==> src/rtl/cub_root_seq.sv <==
// cub_root_seq -- sequential integer cube root, y_bo = floor(cbrt(x_bi)).
// Digit-recurrence over 3-bit groups of the operand, MSB group first. Each
// result bit costs one SHIFT cycle, YW shift-add multiply cycles and one
// compare/subtract cycle; a final commit cycle publishes the result.
// Optional feature macro: CUB_REM_EN adds the rem_bo port (x_bi - y_bo^3).
module cub_root_seq #(
   parameter  int XW = 24,
   localparam int YW = (XW + 2) / 3
) (
   input  logic          clk_i,
   input  logic          rst_i,
   input  logic          start_i,
   input  logic [XW-1:0] x_bi,
   output logic          busy_o,
   output logic          ready_o,
   output logic [YW-1:0] y_bo
`ifdef CUB_REM_EN
   ,
   output logic [XW-1:0] rem_bo
`endif
);

   // Internal widths: operand padded to whole 3-bit groups, product of two
   // YW-bit factors, and the trial subtrahend which needs two guard bits so
   // (3p+1)<<s never wraps.
   localparam int XI = 3 * YW;
   localparam int PW = 2 * YW;
   localparam int BW = 3 * YW + 2;
   localparam int SW = $clog2(3 * YW);
   localparam int CW = $clog2(YW + 1);
   localparam logic [SW-1:0] S_INIT = SW'(3 * (YW - 1));
   localparam logic [CW-1:0] MUL_LAST = CW'(YW - 1);

   typedef enum logic [2:0] {
      ST_IDLE  = 3'd0,
      ST_SHIFT = 3'd1,
      ST_MUL   = 3'd2,
      ST_CMP   = 3'd3,
      ST_FIN   = 3'd4,
      ST_DONE  = 3'd5
   } state_t;

   state_t          state_reg;
   logic [XI-1:0]   x_reg;     // running remainder
   logic [YW-1:0]   y_reg;     // partial root
   logic [SW-1:0]   s_reg;     // bit position of the current 3-bit group
   logic [PW-1:0]   a_reg;     // multiplicand, shifted left each MUL cycle
   logic [YW-1:0]   m_reg;     // multiplier, consumed LSB first
   logic [PW-1:0]   p_reg;     // product accumulator
   logic [CW-1:0]   cnt_reg;   // MUL cycle counter

   logic [XI-1:0]   x_in;
   logic [PW+1:0]   p3_next;
   logic [BW-1:0]   b_next;
   logic            take_next;
   logic [YW-1:0]   y_dbl_next;

   // Zero-extend the operand to a whole number of 3-bit groups.
   genvar gi;
   generate
      for (gi = 0; gi < XI; gi++) begin : g_xext
         if (gi < XW) begin : g_bit
            assign x_in[gi] = x_bi[gi];
         end else begin : g_pad
            assign x_in[gi] = 1'b0;
         end
      end
   endgenerate

   // Trial subtrahend b = (3*p + 1) << s and the accept decision.
   assign p3_next    = {1'b0, p_reg, 1'b0} + {2'b00, p_reg} + {{(PW+1){1'b0}}, 1'b1};
   assign b_next     = {{(BW-PW-2){1'b0}}, p3_next} << s_reg;
   assign take_next  = ({2'b00, x_reg} >= b_next);
   assign y_dbl_next = y_reg << 1;

   // Control FSM and datapath, registered outputs.
   always_ff @(posedge clk_i or posedge rst_i) begin
      if (rst_i) begin
         state_reg <= ST_IDLE;
         x_reg     <= '0;
         y_reg     <= '0;
         s_reg     <= '0;
         a_reg     <= '0;
         m_reg     <= '0;
         p_reg     <= '0;
         cnt_reg   <= '0;
         busy_o    <= 1'b0;
         ready_o   <= 1'b0;
         y_bo      <= '0;
      end else begin
         case (state_reg)
            ST_IDLE, ST_DONE: begin
               if (start_i) begin
                  x_reg     <= x_in;
                  y_reg     <= '0;
                  s_reg     <= S_INIT;
                  ready_o   <= 1'b0;
                  busy_o    <= 1'b1;
                  state_reg <= ST_SHIFT;
               end
            end
            ST_SHIFT: begin
               // Make room for the next root bit and set up y'*(y'+1).
               y_reg     <= y_dbl_next;
               a_reg     <= {{YW{1'b0}}, y_dbl_next};
               m_reg     <= y_dbl_next | {{(YW-1){1'b0}}, 1'b1};
               p_reg     <= '0;
               cnt_reg   <= '0;
               state_reg <= ST_MUL;
            end
            ST_MUL: begin
               // One multiplier bit per cycle, LSB first.
               if (m_reg[0]) begin
                  p_reg <= p_reg + a_reg;
               end
               a_reg   <= a_reg << 1;
               m_reg   <= m_reg >> 1;
               cnt_reg <= cnt_reg + CW'(1);
               if (cnt_reg == MUL_LAST) begin
                  state_reg <= ST_CMP;
               end
            end
            ST_CMP: begin
               // Keep the new root bit only if the remainder can absorb it.
               if (take_next) begin
                  x_reg    <= x_reg - b_next[XI-1:0];
                  y_reg[0] <= 1'b1;
               end
               if (s_reg == '0) begin
                  state_reg <= ST_FIN;
               end else begin
                  s_reg     <= s_reg - SW'(3);
                  state_reg <= ST_SHIFT;
               end
            end
            ST_FIN: begin
               // Publish the finished root and hand back the handshake.
               y_bo      <= y_reg;
               ready_o   <= 1'b1;
               busy_o    <= 1'b0;
               state_reg <= ST_DONE;
            end
            default: begin
               state_reg <= ST_IDLE;
               busy_o    <= 1'b0;
               ready_o   <= 1'b0;
            end
         endcase
      end
   end

`ifdef CUB_REM_EN
   // Remainder register: whatever is left of the operand once all groups are done.
   always_ff @(posedge clk_i or posedge rst_i) begin
      if (rst_i) begin
         rem_bo <= '0;
      end else if (state_reg == ST_FIN) begin
         rem_bo <= x_reg[XW-1:0];
      end
   end
`endif

endmodule
==> config.mk <==
export PLATFORM = sky130hd
export DESIGN_NAME = cub_root_seq
export DESIGN_NICKNAME = d
export VERILOG_FILES = /design/src/rtl/cub_root_seq.sv
export SDC_FILE = /design/constraint.sdc
export NUM_CORES = 1
export LEC_CHECK = 0
export BUFFER_PORTS_ARGS = -buffer_cell sky130_fd_sc_hd__buf_4
export CORE_ASPECT_RATIO = 0.75
export CORE_UTILIZATION = 60
export CTS_BUF_LIST = sky130_fd_sc_hd__clkbuf_4
export DETAILED_ROUTE_END_ITERATION = 7
export GPL_ROUTABILITY_DRIVEN = 0
export PLACE_DENSITY = 0.89
export SLEW_MARGIN = 20
export SYNTH_ARGS = -nofsm -noshare
export SYNTH_HDL_FRONTEND = slang
export SYNTH_SLANG_ARGS = --single-unit
==> constraint.sdc <==
create_clock -name clk_i -period 15.3 [get_ports clk_i]
set_input_delay 1.53 -clock clk_i [delete_from_list [all_inputs] [get_ports clk_i]]
set_output_delay 1.53 -clock clk_i [all_outputs]
set_load 0.05 [all_outputs]
* Word-level counts from Yosys, hierarchy flattened *
Cells that the tools add are included.

storage, ports and cells
  register bits = 94
  input bits = 27
  output and inout port bits = 10
  logic and storage cells = 70

operators by class
  add/subtract/negate cells = 6
  order comparisons = 1
  eq/ne operators = 11
  shift operators = 1
  mux-type cells = 23
  bitwise gates (word level) = 1
  reductions and logical operators = 15

operators with widths
  cell                                                                    count
  16-bit case mux with 2 select lines                                     2
  24-bit 2-to-1 mux                                                       2
  24-bit case mux with 2 select lines                                     1
  24-bit by 26-bit greater-or-equal comparator with 1-bit output          1
  18-bit by 5-bit << shifter with 26-bit output                           1
  24-bit subtractor                                                       1
  17-bit by 16-bit adder with 18-bit output                               1
  18-bit by 1-bit adder with 18-bit output (second input constant)        1
  16-bit adder                                                            1
  16-bit 2-to-1 mux                                                       1
  8-bit case mux with 2 select lines                                      1
  3-bit case mux with 5 select lines                                      1
  7-bit case mux with 2 select lines                                      1
  5-bit 2-to-1 mux                                                        2
  2-bit inequality test (second input constant)                           5
  5-bit case mux with 2 select lines                                      1
  3-bit 2-to-1 mux                                                        3
  3-bit AND reduction                                                     3
  8-bit 2-to-1 mux                                                        1
  4-bit case mux with 2 select lines                                      1
  2-bit AND reduction                                                     4
  3-bit by 2-bit equality test with 1-bit output (second input constant)  2
  3-bit equality test (second input constant)                             2
  1-bit case mux with 3 select lines                                      2
  13 further kinds                                                        17

* Depth between registers and ports, before layout *
  depth after elaboration = 6
  mapped depth = 23
  depth with buffers taken out = 23

* Worst setup path after synthesis *
OpenSTA, ideal clock, no wires.

  path kind = flip-flop to flip-flop
  start point = register p_reg[1]
  end point = register x_reg[23]
  library setup time = 0.125 ns
  data arrival time = 4.672 ns
  required time = 15.175 ns
  slack = 10.503 ns
  stages on the path, launching flop included = 22
  path buffers = 0
  clock period less this slack = 4.797 ns
  path through = dfrtp_1 inv_1 fa_1 nor2b_1 o21bai_1 a21oi_1 nor2_1 xor2_1 mux4_2 mux2_2 o21ai_0 nand2_1 ha_1 inv_1 nor4_1 a2111oi_0 o31ai_1 a21oi_1 o21bai_1 xnor2_1 o21ai_0 mux2_4

between the ends
  word-level cells in the longest chain between the ends = 6
  elaborated cells on any way between the ends = 9
  classes of those cells = add/sub (3); order compare (1); eq/ne (1); shift (1); mux (2); reduce/logical (1)

RTL lines
  item                                                                                                        RTL line  source
  from (decl)                                                                                                 49        logic [PW-1:0] p_reg;
  from (signal assigned)                                                                                      114       p_reg <= p_reg + a_reg;
  17-bit by 16-bit adder with 18-bit output *                                                                 71        assign p3_next = {1'b0, p_reg, 1'b0} + {2'b00, p_reg} + {{(PW+1){1'b0}}, 1'b1};
  18-bit by 1-bit adder with 18-bit output *                                                                  71
  18-bit by 5-bit << shifter with 26-bit output *                                                             72        assign b_next = {{(BW-PW-2){1'b0}}, p3_next} << s_reg;
  24-bit subtractor / 24-bit by 26-bit greater-or-equal comparator with 1-bit output (equally long branches)  126, 73
  24-bit 2-to-1 mux / 2-bit inequality test (equally long branches)                                           n/a
  24-bit case mux with 2 select lines / 3-bit AND reduction (equally long branches)                           n/a
  to (signal assigned)                                                                                        94        x_reg <= x_in;
  to (signal assigned)                                                                                        126       x_reg <= x_reg - b_next[XI-1:0];
  to (decl)                                                                                                   44        logic [XI-1:0] x_reg;

Every way passes the cells marked *; elsewhere a longest branch is shown, timed or not. The select of a mux whose other input is x is not followed.
A chain may end at the register's enable or synchronous reset.

* Worst setup path in the final report *
  start point = register p_reg[2]
  end point = register x_reg[21]

Same word-level chain as after synthesis.

==> impl_metrics.py <==
metrics = {
    "die": {
        "floorplan.initialDensity_pct": 63.2,
        "floorplan.die_area_mm2": 0.0130,
        "row_count": 34,
        "fp.dieH_um": 98.8,
        "die_x_um": 131,
        "design.core.area_mm2": 0.0119,
        "design.portCount": 37,
    },
    "setup_path": {
        "worst_r2r_endpoint": "x_reg[21]",
        "ff2ff_setup_slack_ns": 9.28,
        "wp_data_arrival_ns": 6.39,
        "endpoint": "x_reg[21]",
        "crit_path_start_kind": "flip-flop",
        "largest_fanout_of_any_net_on_the_critical_path": 24,
        "setup.worst_path.end_class": "flip-flop",
        "number_of_cells_traversed_by_the_worst_register_to_register_path": 19,
        "kind_of_critical_path": "reg -> reg",
        "cp_data_required_time_ns": 15.67,
        "r2r_start": "p_reg[2]",
        "crit_start": "p_reg[2]",
    },
    "logic_synthesis": {
        "synthesized_instance_count": 847,
        "netlist_top_cells_count": "sky130_fd_sc_hd__dfrtp_1 (92), sky130_fd_sc_hd__nand2_1 (84), sky130_fd_sc_hd__o21ai_0 (70)",
        "synth.cell_area_mm2": 0.00750,
        "synth-seq-cells": 92,
        "synth_top_cell_area_share_pct": 30.7,
        "synth_fp_nets": 934,
        "synth_sequential_area_ratio_pct": 30.7,
        "netlist-cell-type-count": 73,
        "synth.most_common_cell": "sky130_fd_sc_hd__dfrtp_1",
        "post_synth_main_area_contributors": "sky130_fd_sc_hd__dfrtp_1 (31%), sky130_fd_sc_hd__ha_1 (9.5%), sky130_fd_sc_hd__o21ai_0 (4.7%)",
        "async_reset_ff_share_pct": 100,
        "postSynthAreaPerCell_um2": 8.85,
        "synthDominantAreaCellType": "sky130_fd_sc_hd__dfrtp_1",
        "synth_warnings": 0,
        "count_of_flip_flops_with_a_built_in_enable_after_synthesis": 0,
        "synth-main-ff-cell": "sky130_fd_sc_hd__dfrtp_1",
    },
    "cts": {
        "post_cts_resize_count": 0,
        "tritoncts.num_buffers": 9,
        "post-cts-setup-buffers": 0,
        "tritoncts": "built",
        "cts-hold-fix-buffers": 0,
        "cts_max_path_buffers": 2,
        "worstSkewPairLatency_ns": 0.49,
        "clock-sinks": 92,
        "cts.htree.levels": 3,
        "clockRootBuffer": "sky130_fd_sc_hd__clkbuf_4",
        "clk_pin_slew_worst_paths_ns": 0.17,
    },
    "final_layout": {
        "flow.area_growth_from_synthesis_pct": 6.56,
        "design.final.nets": 945,
        "finalCoreUtilization_pct": 67.3,
        "stdcell_count": 1025,
        "filler_cell_count": 936,
        "antenna_diode_count": 0,
        "largest_reg_flops": 24,
        "post_route_cells_drive_above_1_share_pct": 12.6,
    },
    "routing": {
        "vias": 6397,
        "wire_per_inst_um": 16.6,
        "ant_nets": 0,
        "first_iter_violations": 514,
        "number_of_detailed_route_iterations_in_the_first_pass": 6,
        "route.final.wire_length_mm": 17.0,
        "drc": 0,
        "drt-vias-per-instance": 6.24,
    },
    "sta": {
        "final-hold-violation-count": 0,
        "number_of_pins_exceeding_their_max_slew_limit_in_the_final_report": 0,
        "worst_pin_slew_ns": 1.08,
        "min_period_over_period_pct": 39.3,
        "setup_repair_after_global_routing_missed_its_margin": "false",
        "finClkSkew_ns": 0.0238,
        "fin_setup_tns_ns": 0,
        "worst_case_headroom_to_the_max_slew_limit_pct": 28.0,
        "final-setup-viol-count": 0,
        "fmax_mhz": 166,
        "fin_crit_ns": 6.02,
    },
    "power_and_ir_drop": {
        "leakage_nw": 3.85,
        "irDropWorstVdd_mv": 0.164,
        "power_per_cell_area_mw_per_mm2": 213,
    },
    "status": {
        "outcome": "finished clean",
    },
    "placement": {
        "post-dp-hpwl_mm": 12.6,
        "post-place-cells": 1009,
        "numPortBuffers": 36,
    },
    "job": {
        "max_cap_violations": 0,
    },
    "global_routing": {
        "initial_antenna_violation_count": 0,
        "maximum_number_of_pins_on_one_net_before_global_route_repair": 70,
        "grt_use_total_pct": 28.8,
        "wire_length_of_the_first_global_routing_pass_mm": 29.4,
        "via_count_of_the_first_global_routing_pass": 5910,
        "gr-total-overflow": 0,
    },
    "worst_hold_path": {
        "worst_hold_path_type": "reg -> reg",
    },
}
## per-layer routing
| layer | wire length, um | track usage (%) | part of all wire, % |
|---|---|---|---|
| met1 | 8710 | 45.0 | 51 |
| met2 | 6870 | 40.0 | 40 |
| met3 | 1300 | 6.68 | 7.7 |
| met4 | 142 | 6.01 | 0.83 |
| met5 | 0 | 0 | 0 |
## area by class of cell
| class | instances | area (um^2) | area share [%] |
|---|---|---|---|
| Multi-Input combinational cell | 686 | 4930 | 61.7 |
| Sequential cell | 92 | 2300 | 28.8 |
| Timing Repair Buffer | 40 | 300 | 3.76 |
| Tap cell | 162 | 203 | 2.54 |
| Inverter | 29 | 110 | 1.38 |
| Clock inverter | 7 | 77.6 | 0.971 |
| Clock buffer | 9 | 67.6 | 0.846 |
## report_power, final
part / switching (W) / total [W] / internal [W]
Combinational: 0.000645 / 0.00113 / 0.000485
Sequential: 0.000114 / 0.000432 / 0.000318
Clock: 0.000101 / 0.000140 / 0.0000390
Total: 0.000860 / 0.00170 / 0.000842
## critical path: stages, from the launching register on
cell and delay, ns:
sky130_fd_sc_hd__dfrtp_1 0.50, sky130_fd_sc_hd__ha_1 0.37, sky130_fd_sc_hd__a21oi_1 0.32, sky130_fd_sc_hd__o2bb2ai_1 0.16, sky130_fd_sc_hd__o32ai_2 0.37, sky130_fd_sc_hd__xor2_1 0.36, sky130_fd_sc_hd__mux2i_1 0.17, sky130_fd_sc_hd__a21oi_1 0.31
sky130_fd_sc_hd__o21ai_0 0.15, sky130_fd_sc_hd__o211ai_1 0.26, sky130_fd_sc_hd__ha_1 0.31, sky130_fd_sc_hd__nand2_1 0.11, sky130_fd_sc_hd__o21ai_0 0.17, sky130_fd_sc_hd__a21o_1 0.23, sky130_fd_sc_hd__a21oi_1 0.32, sky130_fd_sc_hd__a21oi_1 0.14
sky130_fd_sc_hd__o21ai_0 0.17, sky130_fd_sc_hd__o21ai_0 0.19, sky130_fd_sc_hd__a21oi_4 0.89, sky130_fd_sc_hd__mux2_1 0.39
## cells in the final DEF, fill, tap and decap left out, drive strengths merged, types with 4 or more instances in the layout
| master | instances |
|---|---|
| a211oi | 7 |
| a21o | 24 |
| a21oi | 55 |
| a221o | 12 |
| a22o | 17 |
| a22oi | 4 |
| a31oi | 8 |
| and2 | 4 |
| and3 | 9 |
| buf | 40 |
| clkbuf | 9 |
| clkinv | 4 |
| dfrtp | 92 |
| ha | 57 |
| inv | 31 |
| mux2 | 38 |
| mux2i | 15 |
| nand2 | 84 |
| nand2b | 12 |
| nand3 | 38 |
| nand4 | 6 |
| nor2 | 54 |
| nor2b | 8 |
| nor3 | 6 |
| o211ai | 17 |
| o21a | 6 |
| o21ai | 73 |
| o21bai | 12 |
| o31ai | 7 |
| or2 | 10 |
| or3 | 5 |
| xnor2 | 25 |
| xor2 | 24 |
## worst min-delay path by stage
stage,startpoint,endpoint,cells after the start
6_report,cnt_reg[3],cnt_reg[3],1
5_1_grt,ready_o,ready_o,1
4_1_cts,cnt_reg[3],cnt_reg[3],1
3_5_place_dp,m_reg[1],m_reg[1],2
3_3_place_gp,m_reg[1],m_reg[1],2
2_1_floorplan,m_reg[1],m_reg[1],2
## cell families (layout without fill, tap and decap cells)
kind of cell	after synthesis	count (layout)	share of synthesized area (%)
multiplexers	54	54	8.91
XOR/XNOR	49	49	5.72
buffers and inverters	69	85	3.65
adder cells (fa/ha/maj)	60	60	10.3
AND/OR/NAND/NOR	246	246	15.4
other	1	1	0.0500
AO/OA/AOI/OAI	276	276	25.2
flip-flops	92	92	30.7
## metrics by stage
stage          cell area, um^2  hold slack (ns)  setup slack, ns  power [W]
5_1_grt                   7990            0.536             8.84    0.00185
6_report                  7990            0.508             9.28    0.00170
3_5_place_dp              7840            0.476             9.44    0.00153
2_1_floorplan             7500            0.439            10.50    0.00130
3_3_place_gp              7840            0.452             9.58    0.00149
4_1_cts                   7990            0.506             9.37    0.00168
(Power assumes the default switching activity.)
